==> src/rtl/snn_syn_pkg.sv <==
// rtl/snn_syn_pkg.sv - shared types, op codes and lane saturating add for the weight RMW controller
package snn_syn_pkg;

   typedef enum logic [1:0] {
      S_IDLE = 2'd0,
      S_RD   = 2'd1,
      S_WAIT = 2'd2,
      S_WR   = 2'd3
   } state_t;

   localparam logic OP_RD  = 1'b0;
   localparam logic OP_UPD = 1'b1;

   function automatic int lanes_of(input int data_width, input int w_width);
      return data_width / w_width;
   endfunction

   // Operands arrive already sign-extended; int covers the W+1 bit sum for any practical lane width.
   function automatic int sat_add(input int a, input int d, input int w);
      int sum;
      int hi;
      int lo;
      sum = a + d;
      hi  = (1 << (w - 1)) - 1;
      lo  = -(1 << (w - 1));
      if (sum > hi)
         return hi;
      else if (sum < lo)
         return lo;
      else
         return sum;
   endfunction

endpackage

==> src/rtl/syn_weight_rmw_lane.sv <==
// rtl/syn_weight_rmw_lane.sv - one signed weight lane: masked saturating add of a delta
module syn_lane_sat_add
   import snn_syn_pkg::*;
#(
   parameter int W_WIDTH = 8
) (
   input  logic [W_WIDTH-1:0] weight,
   input  logic [W_WIDTH-1:0] delta,
   input  logic               en,
   output logic [W_WIDTH-1:0] result
);

   logic [W_WIDTH-1:0] sum_sat;

   assign sum_sat = W_WIDTH'(sat_add(int'($signed(weight)), int'($signed(delta)), W_WIDTH));
   assign result  = en ? sum_sat : weight;

endmodule

==> src/rtl/syn_weight_rmw.sv <==
// rtl/syn_weight_rmw.sv - read-modify-write controller owning the synaptic weight SRAM port
module syn_weight_rmw
   import snn_syn_pkg::*;
#(
   parameter  int ADDR_WIDTH = 8,
   parameter  int DATA_WIDTH = 32,
   parameter  int W_WIDTH    = 8,
   parameter  int CNT_WIDTH  = 16,
   localparam int LANES      = lanes_of(DATA_WIDTH, W_WIDTH)
) (
   input  logic                  CK,
   input  logic                  RST,
   input  logic                  req_valid,
   output logic                  req_ready,
   input  logic                  req_op,
   input  logic [ADDR_WIDTH-1:0] req_addr,
   input  logic [DATA_WIDTH-1:0] req_delta,
   input  logic [LANES-1:0]      req_mask,
   output logic                  rd_valid,
   output logic [DATA_WIDTH-1:0] rd_data,
   output logic                  upd_done,
   output logic [CNT_WIDTH-1:0]  upd_cnt,
   output logic                  SRAM_CS,
   output logic                  SRAM_WE,
   output logic [ADDR_WIDTH-1:0] SRAM_A,
   output logic [DATA_WIDTH-1:0] SRAM_D,
   input  logic [DATA_WIDTH-1:0] SRAM_Q
);

   state_t                state;
   logic                  op_q;
   logic [ADDR_WIDTH-1:0] addr_q;
   logic [DATA_WIDTH-1:0] delta_q;
   logic [LANES-1:0]      mask_q;
   logic [DATA_WIDTH-1:0] wbuf;
   logic [DATA_WIDTH-1:0] new_word;

   for (genvar i = 0; i < LANES; i++) begin : g_lane
      syn_lane_sat_add #(
         .W_WIDTH (W_WIDTH)
      ) u_lane (
         .weight (SRAM_Q[i*W_WIDTH +: W_WIDTH]),
         .delta  (delta_q[i*W_WIDTH +: W_WIDTH]),
         .en     (mask_q[i]),
         .result (new_word[i*W_WIDTH +: W_WIDTH])
      );
   end

   // Reset gates the strobes combinationally so a WR cycle hit by reset never reaches the array.
   assign req_ready = !RST && (state == S_IDLE);
   assign SRAM_CS   = !RST && ((state == S_RD) || (state == S_WR));
   assign SRAM_WE   = !RST && (state == S_WR);
   assign SRAM_A    = RST ? '0 : addr_q;
   assign SRAM_D    = RST ? '0 : wbuf;

   always_ff @(posedge CK) begin
      if (RST) begin
         state    <= S_IDLE;
         op_q     <= OP_RD;
         addr_q   <= '0;
         delta_q  <= '0;
         mask_q   <= '0;
         wbuf     <= '0;
         rd_valid <= 1'b0;
         rd_data  <= '0;
         upd_done <= 1'b0;
         upd_cnt  <= '0;
      end else begin
         rd_valid <= 1'b0;
         upd_done <= 1'b0;
         case (state)
            S_IDLE: begin
               if (req_valid) begin
                  op_q    <= req_op;
                  addr_q  <= req_addr;
                  delta_q <= req_delta;
                  mask_q  <= req_mask;
                  state   <= S_RD;
               end
            end
            S_RD: begin
               state <= S_WAIT;
            end
            S_WAIT: begin
               if (op_q == OP_UPD) begin
                  wbuf  <= new_word;
                  state <= S_WR;
               end else begin
                  rd_data  <= SRAM_Q;
                  rd_valid <= 1'b1;
                  state    <= S_IDLE;
               end
            end
            S_WR: begin
               upd_done <= 1'b1;
               if (upd_cnt != '1)
                  upd_cnt <= upd_cnt + CNT_WIDTH'(1);
               state <= S_IDLE;
            end
            default: begin
               state <= S_IDLE;
            end
         endcase
      end
   end

endmodule

==> config.mk <==
export PLATFORM = sky130hd
export DESIGN_NAME = syn_weight_rmw
export DESIGN_NICKNAME = d
export VERILOG_FILES = /design/src/rtl/snn_syn_pkg.sv /design/src/rtl/syn_weight_rmw_lane.sv /design/src/rtl/syn_weight_rmw.sv
export SDC_FILE = /design/constraint.sdc
export NUM_CORES = 1
export LEC_CHECK = 0
export CAP_MARGIN = 10
export CORE_UTILIZATION = 50
export CTS_CLUSTER_SIZE = 25
export DETAILED_ROUTE_END_ITERATION = 16
export GPL_ROUTABILITY_DRIVEN = 0
export GPL_TIMING_DRIVEN = 0
export PLACE_DENSITY = 0.88
export SYNTH_ARGS = -nofsm -noshare
export SYNTH_HDL_FRONTEND = slang
export SYNTH_SLANG_ARGS = --single-unit
==> constraint.sdc <==
create_clock -name CK -period 2.85 [get_ports CK]
set_clock_uncertainty 0.05 [all_clocks]
set_input_delay 0.57 -clock CK [delete_from_list [all_inputs] [get_ports CK]]
set_output_delay 0.57 -clock CK [all_outputs]
set_load 0.1 [all_outputs]
==> results of run 1 <==
==> sequential cells by signal (all words and copies together) (netlist names) <==
| register | cells |
|---|---|
| addr_q | 8 |
| wbuf | 32 |
| mask_q | 4 |
| upd_done | 1 |
| upd_cnt | 16 |
| state | 2 |
| op_q | 1 |
| delta_q | 32 |
| rd_data | 32 |
| rd_valid | 1 |
==> worst register-to-register path: stages (launching register included) <==
cell and delay [ns]:
dfxtp_1 0.32, ha_2 0.21, fa_2 0.35, a21o_1 0.21, a221o_1 0.39, a221oi_4 0.33, nand4b_1 0.27, o221ai_1 0.18
==> logic make-up after synthesis <==
logic type,share of synthesized area
mux,0.00744
xor+xnor,0.0404
flops,0.384
compound gates,0.222
simple gates,0.241
buf+inv,0.0322
fa+ha+maj,0.0733
==> metal layers <==
| metal | vias to the layer above | wire (um) |
|---|---|---|
| met5 | - | 0 |
| met4 | 0 | 609 |
| met3 | 55 | 1360 |
| met2 | 271 | 9650 |
| met1 | 3176 | 8650 |
| li1 | 3270 | - |
==> path summary, 6_finish.rpt <==
| check | startpoint | endpoint | slack (ns) |
|---|---|---|---|
| setup / recovery | RST | SRAM_A[7] | 0.06 |
| hold / removal | rd_data[13]$_SDFFE_PP0P_ | rd_data[13]$_SDFFE_PP0P_ | 0.40 |
| setup reg to reg | delta_q[8]$_SDFFE_PP0P_ | wbuf[11]$_SDFFE_PP0P_ | 0.39 |
| hold reg to reg | rd_data[13]$_SDFFE_PP0P_ | rd_data[13]$_SDFFE_PP0P_ | 0.40 |
==> synthesized netlist by cell type (5+ instances only) <==
| cell | number | area share |
|---|---|---|
| a211oi_1 | 5 | 0.0056 |
| a21o_1 | 16 | 0.018 |
| a21oi_1 | 118 | 0.088 |
| a41oi_1 | 6 | 0.0078 |
| and2_1 | 7 | 0.0065 |
| and3_1 | 5 | 0.0047 |
| buf_1 | 8 | 0.0045 |
| clkbuf_1 | 40 | 0.022 |
| dfxtp_1 | 129 | 0.38 |
| ha_1 | 33 | 0.061 |
| mux2i_1 | 5 | 0.0074 |
| nand2_1 | 180 | 0.10 |
| nand3b_1 | 7 | 0.0078 |
| nand4_1 | 10 | 0.0093 |
| nor2_1 | 28 | 0.016 |
| nor2b_1 | 47 | 0.044 |
| nor3b_1 | 24 | 0.027 |
| o211ai_1 | 8 | 0.0089 |
| o21ai_0 | 7 | 0.0052 |
| o21ai_1 | 7 | 0.0052 |
| o221ai_1 | 22 | 0.029 |
| o22a_1 | 8 | 0.010 |
| o31ai_1 | 6 | 0.0067 |
| xnor2_1 | 9 | 0.012 |
| xor2_1 | 22 | 0.029 |
==> final cells by class <==
cell class,instances,area (sq um)
tap,176,220
buffer,53,208
clock buffer,26,519
sequential,129,2580
fill,1059,4010
multi-input combinational,631,3990
inverter,3,11.3
clock inverter,5,50.0
timing repair buffer,174,1600
==> per-stage QoR <==
stage / TNS (ns) / total power (W) / cells / hold slack, ns / utilization
2_1_floorplan: -3.86 / 0.00258 / 816 / 0.390 / -
3_3_place_gp: -20.03 / 0.00286 / 1163 / 0.391 / 0.658
3_5_place_dp: -21.52 / 0.00288 / 1163 / 0.398 / 0.658
4_1_cts: -0.180 / 0.00495 / 1194 / 0.406 / 0.699
5_1_grt: 0 / 0.00514 / 1197 / 0.419 / 0.696
6_report: 0 / 0.00497 / 1197 / 0.401 / 0.696
==> power by group through the flow <==
stage,sequential [W],combinational (W),clock (W)
after CTS,0.00190,0.000949,0.00210
after global placement,0.00194,0.000927,0
after floorplan,0.00203,0.000542,0
after detailed placement,0.00194,0.000945,0
final,0.00190,0.000973,0.00209
after global routing,0.00191,0.00104,0.00219
==> what timing repair did <==
item,in CTS,in global routing
gates resized for setup,62,69
setup endpoints to repair,41,52
buffers inserted,0,3
pin swaps,0,6
==> reports/results.ini, run 1 <==
[run_status]
status = finished clean

[cells_and_area]
antenna_cells = 0
final_cell_mix = nand2_1 (180), dfxtp_1 (129), clkdlybuf4s50_1 (128)
drive_gt1_frac = 0.0989
design_area_sq_um = 9180
nets = 1126
areaGrowthSynthToFinish_pct = 36.5
final_common_cell = nand2_1

[floorplanning]
ioPinCount = 173
core_sq_um = 13200
die_y_um = 118
start_util = 0.510
die_w_um = 118
row_count = 42
die_area_sq_um = 13900

[drt]
antenna_left = 0
wl_per_cell_um = 16.9
wl_mm = 20.3
first_pass_iters = 5
first_iter_violations = 576
drc = 0
vias_per_cell = 5.66
vias = 6772

[global_routing]
grt_usage = 0.296
grt_pass1_wl_mm = 32.6
antenna_found_initial = 0
grt_util_met2 = 0.492
grt_start_max_net_pins = 17
gr-total-overflow = 0
grt_pass1_vias = 6657
top_usage_layer = met2
met1_usage = 0.354
grt_use_met3 = 0.0799

[clock_tree]
clockBufferDepth = 2
clk_pin_slew_worst_paths_ns = 0.05
postCtsHoldBufs = 0
cts_sinks = 129
clk_latency_ns = 0.42
numCtsBuffers = 17
cts-root-buf = clkbuf_16
cts_tree = built
htreeDepth = 4

[sta]
rsz0062_at_grt = false
maxSlewHeadroom = 0.327
worst_slack_ns = 0.0552
hold_violations = 0
final.period_utilization = 0.981
setup_violations = 0
fmax_mhz = 358
worst_slew_pin_slew_ns = 1.01
maxSlewViolCount = 0
period_minus_slack_ns = 2.79

[logic_synthesis]
synth_nets = 933
async_flop_share = 0
seq_area_frac_synth = 0.384
yosys_warnings = 0
synth-main-ff-cell = dfxtp_1
synth_cells = 816
synth-edff-count = 0
syn_avg_cell_area_sq_um = 8.24
ys_ff_latch = 129
syn_area_sq_um = 6720
synth.distinct_cells = 53

[placement]
place.port_buffers = 171
dp_slack_ns = -0.725
placed_cell_area_sq_um = 8680
dp_hpwl_mm = 14.3

[worst_setup_path]
path_delay_family = buffers and inverters
arrival_ns = 2.17
crit_type = in2out
max_stage_delay_ns = 1.17
critPathRequiredTime_ns = 2.23
r2r_cells = 7
critical_path.slowest_cell = clkdlybuf4s50_1
path_max_fanout = 10
path_depth = 3
path_buf_inv = 2
crit_path_end_kind = output port
crit_chain = clkbuf_1 -> nor2b_1 -> clkdlybuf4s50_1
critPathLaunchType = input pin

[pwr]
vdd_drop_max_mv = 0.361
swShare = 0.284
p_seq_frac = 0.383
p_comb_frac = 0.196
p_int_w = 0.00356
leakagePower_nw = 3.56
power.density_nw_per_um2 = 541
p_switching_w = 0.00141
clkPwrFrac = 0.421

[flow_run]
max_cap_viol_count = 0

[hold_path]
hold_path_depth = 2
hold_path_class = reg2reg

Power figures use the tool's default switching activity.
==> run 2, diff against run 1 <==
--- a/config.mk
+++ b/config.mk
@@ -11,6 +11,7 @@
 export DETAILED_ROUTE_END_ITERATION = 16
 export GPL_ROUTABILITY_DRIVEN = 0
 export GPL_TIMING_DRIVEN = 0
+export MAX_ROUTING_LAYER = met4
 export PLACE_DENSITY = 0.88
 export SYNTH_ARGS = -nofsm -noshare
 export SYNTH_HDL_FRONTEND = slang
==> reports/results.ini, run 2 (synthesized netlist as in run 1, its figures left out) <==
[run_status]
status = finished clean

[pwr]
vdd_drop_max_mv = 0.361
power.density_nw_per_um2 = 541
leakagePower_nw = 3.56

[sta]
maxSlewHeadroom = 0.327
worst_slack_ns = 0.0524
rsz0062_at_grt = false
setup_violations = 0
hold_ws_ns = 0.401
maxSlewViolCount = 0
hold_violations = 0
worst_slew_pin_slew_ns = 1.01
fmax_mhz = 357
period_minus_slack_ns = 2.80
final.period_utilization = 0.982

[clock_tree]
cts_sinks = 129
clockBufferDepth = 2
clk_latency_ns = 0.42
cts-root-buf = clkbuf_16
clk_pin_slew_worst_paths_ns = 0.05
htreeDepth = 4
cts_tree = built
numCtsBuffers = 17
postCtsHoldBufs = 0

[drt]
vias = 6739
first_iter_violations = 524
antenna_left = 0
vias_per_cell = 5.63
drc = 0
wl_per_cell_um = 17.0
wl_mm = 20.3
first_pass_iters = 7

[cells_and_area]
regArea_sq_um = 2580
reg_top3 = delta_q: 32 flops, rd_data: 32 flops, wbuf: 32 flops
fill_cells = 1059
final_common_cell = nand2_1
antenna_cells = 0
stdcell_count = 1197
areaGrowthSynthToFinish_pct = 36.5
final_cell_mix = nand2_1 (180), dfxtp_1 (129), clkdlybuf4s50_1 (128)
drive_gt1_frac = 0.0989
utilization = 0.696
multi_input_area_sq_um = 3990
nets = 1126
design_area_sq_um = 9180

[placement]
dp_slack_ns = -0.725
place_inst = 1163
placed_cell_area_sq_um = 8680
place.port_buffers = 171
dp_hpwl_mm = 14.3

[floorplanning]
row_count = 42
core_sq_um = 13200
die_area_sq_um = 13900
start_util = 0.510
die_w_um = 118
ioPinCount = 173
die_y_um = 118

[global_routing]
gr-total-overflow = 0
grt_pass1_wl_mm = 32.6
grt_usage = 0.305
grt_start_max_net_pins = 17
grt_pass1_vias = 6649
antenna_found_initial = 0

[flow_run]
max_cap_viol_count = 0

[worst_setup_path]
critPathRequiredTime_ns = 2.23
path_max_fanout = 10
crit_type = in2out
critPathLaunchType = input pin
arrival_ns = 2.18
crit_path_end_kind = output port

[hold_path]
hold_path_class = reg2reg

-- run 2: path summary, 6_finish.rpt --
check	startpoint	endpoint	slack (ns)	cells past startpoint
max reg2reg	delta_q[8]$_SDFFE_PP0P_	wbuf[11]$_SDFFE_PP0P_	0.41	7
min reg2reg	rd_data[13]$_SDFFE_PP0P_	rd_data[13]$_SDFFE_PP0P_	0.40	2
min	rd_data[13]$_SDFFE_PP0P_	rd_data[13]$_SDFFE_PP0P_	0.40	2
max	RST	SRAM_D[0]	0.05	4
-- run 2: critical path, cell delays in order --
cell and delay (ns):
clkbuf_1 0.21, clkbuf_1 0.33, nor2b_2 0.20, dlygate4sd2_1 0.87
-- run 2: final cells by class --
class / count / area share
multi-input cells: 631 / 0.434
clock inverters: 5 / 0.00545
well taps: 176 / 0.0240
inverters: 3 / 0.00123
flip-flops and latches: 129 / 0.281
repair buffers: 174 / 0.175
plain buffers: 53 / 0.0226
clock buffers: 26 / 0.0566
-- run 2: layer usage --
| layer | up-vias | wire length (um) | global-route usage |
|---|---|---|---|
| met5 | - | 0 | - |
| met4 | 0 | 626 | 0.144 |
| met3 | 56 | 1400 | 0.0766 |
| met2 | 268 | 9670 | 0.490 |
| met1 | 3150 | 8600 | 0.356 |
| li1 | 3265 | - | - |
-- run 2: through the flow --
stage          TNS, ns  total power [W]
3_3_place_gp    -20.03          0.00286
5_1_grt              0          0.00514
4_1_cts         -0.180          0.00495
6_report             0          0.00497
2_1_floorplan    -3.86          0.00258
3_5_place_dp    -21.52          0.00288
-- run 2: timing repair --
action                                  CTS  global route
gates resized for setup                  62            69
hold endpoints to repair                  0             0
pin swaps                                 0             6
endpoints found under the setup margin   41            52
setup buffers                             0             3
-- run 2: where the power goes --
| group | switching, W | internal [W] |
|---|---|---|
| combinational | 0.000611 | 0.000360 |
| clock | 0.000766 | 0.00133 |
| sequential | 0.0000327 | 0.00187 |
| total | 0.00141 | 0.00356 |
==> run 3, diff against run 2 <==
--- a/config.mk
+++ b/config.mk
@@ -10,7 +10,6 @@
 export CTS_CLUSTER_SIZE = 25
 export DETAILED_ROUTE_END_ITERATION = 16
 export GPL_ROUTABILITY_DRIVEN = 0
-export GPL_TIMING_DRIVEN = 0
 export MAX_ROUTING_LAYER = met4
 export PLACE_DENSITY = 0.88
 export SYNTH_ARGS = -nofsm -noshare
==> reports/results.ini, run 3 (synthesized netlist as in run 1, its figures left out) <==
[cells_and_area]
areaGrowthSynthToFinish_pct = 46.3
multi_input_area_sq_um = 3960
antenna_cells = 0
utilization = 0.746
regArea_sq_um = 2580
drive_gt1_frac = 0.195
nets = 1124
final_cell_mix = nand2_1 (179), dfxtp_1 (129), a21oi_1 (118)
reg_top3 = delta_q: 32 flops, rd_data: 32 flops, wbuf: 32 flops
fill_cells = 914
final_common_cell = nand2_1

[worst_setup_path]
crit_path_end_kind = flip-flop
critical_path.slowest_cell = clkdlybuf4s50_1
arrival_ns = 2.98
path_delay_family = compound AO/OA/AOI/OAI gates
crit_type = in2reg
critPathLaunchType = input pin
crit_chain = clkdlybuf4s50_1 -> ha_1 -> fa_1 -> a21o_1 -> a221o_1 -> a221oi_4 -> a21boi_4 -> o221ai_1
critPathRequiredTime_ns = 3.09
path_max_fanout = 5
max_stage_delay_ns = 0.47
path_buf_inv = 1

[pwr]
power.density_nw_per_um2 = 536
p_seq_frac = 0.363
p_int_w = 0.00377
leakagePower_nw = 3.98
swShare = 0.285
p_switching_w = 0.00150
p_comb_frac = 0.196
clkPwrFrac = 0.441
vdd_drop_max_mv = 0.445

[sta]
hold_violations = 0
period_minus_slack_ns = 2.75
fmax_mhz = 364
worst_slew_pin_slew_ns = 0.883
tns_ns = 0
worst_slack_ns = 0.102
setup_violations = 0
hold_ws_ns = 0.405
maxSlewViolCount = 0
rsz0062_at_grt = false
final.period_utilization = 0.964
maxSlewHeadroom = 0.411

[drt]
antenna_left = 0
vias_per_cell = 5.70
wl_per_cell_um = 16.7
first_pass_iters = 7
wl_mm = 19.9
vias = 6812
drc = 0
first_iter_violations = 547

[run_status]
status = finished clean

[floorplanning]
die_area_sq_um = 13900
start_util = 0.510
die_w_um = 118
core_sq_um = 13200
ioPinCount = 173
row_count = 42
die_y_um = 118

[clock_tree]
clk_pin_slew_worst_paths_ns = 0.06
cts_tree = built
clk_latency_ns = 0.42
cts_sinks = 129
cts_setup_buffers = 0
htreeDepth = 4
cts_resized = 0
clockBufferDepth = 2
numCtsBuffers = 17
postCtsHoldBufs = 0
cts-root-buf = clkbuf_16

[placement]
dp_slack_ns = -0.280
place.port_buffers = 172
dp_hpwl_mm = 13.8

[global_routing]
grt_pass1_wl_mm = 32.3
grt_pass1_vias = 6634
gr-total-overflow = 0
grt_usage = 0.298
antenna_found_initial = 0
grt_start_max_net_pins = 57

[flow_run]
max_cap_viol_count = 0

[hold_path]
hold_path_class = reg2reg

## run 3: power groups by stage
stage	logic (W)	registers, W	clock network, W
floorplan	0.000542	0.00203	0
global placement	0.000989	0.00195	0
detailed placement	0.00101	0.00195	0
CTS	0.00102	0.00191	0.00235
global route	0.00110	0.00192	0.00245
finish	0.00103	0.00191	0.00233
## run 3: routing by layer
metal	global-route usage	up-vias	wire (um)
met5	-	-	0
met4	0.113	0	527
met3	0.0703	45	1310
met2	0.488	265	9780
met1	0.353	3229	8300
li1	-	3273	-
## run 3: final timing paths
path                             from                        to  slack (ns)  cells past startpoint
max                         SRAM_Q[8]     wbuf[10]$_SDFFE_PP0P_        0.10                      8
min          rd_data[19]$_SDFFE_PP0P_  rd_data[19]$_SDFFE_PP0P_        0.41                      2
max reg2reg   delta_q[0]$_SDFFE_PP0P_      wbuf[6]$_SDFFE_PP0P_        0.45                      7
min reg2reg  rd_data[19]$_SDFFE_PP0P_  rd_data[19]$_SDFFE_PP0P_        0.41                      2
## run 3: through the flow
| step | total power, W | cells | area [sq um] |
|---|---|---|---|
| global route | 0.00547 | 1196 | 9840 |
| global placement | 0.00294 | 1164 | 9200 |
| CTS | 0.00529 | 1196 | 9840 |
| finish | 0.00527 | 1196 | 9840 |
| detailed placement | 0.00296 | 1164 | 9200 |
| floorplan | 0.00258 | 816 | 6750 |
## run 3: final cells by class
cell class                 count  area share
clock buffer                  17      0.0432
clock inverter                15      0.0211
inverter                       3     0.00114
multi-input combinational    631       0.402
sequential                   129       0.263
tap                          176      0.0224
timing repair buffer         225       0.248
## run 3: worst min-delay path: cells and delay by family (launching register included)
family | cells | cell delay, ns
compound gates | 1 | 0.05
simple gates | 1 | 0.05
flops | 1 | 0.31
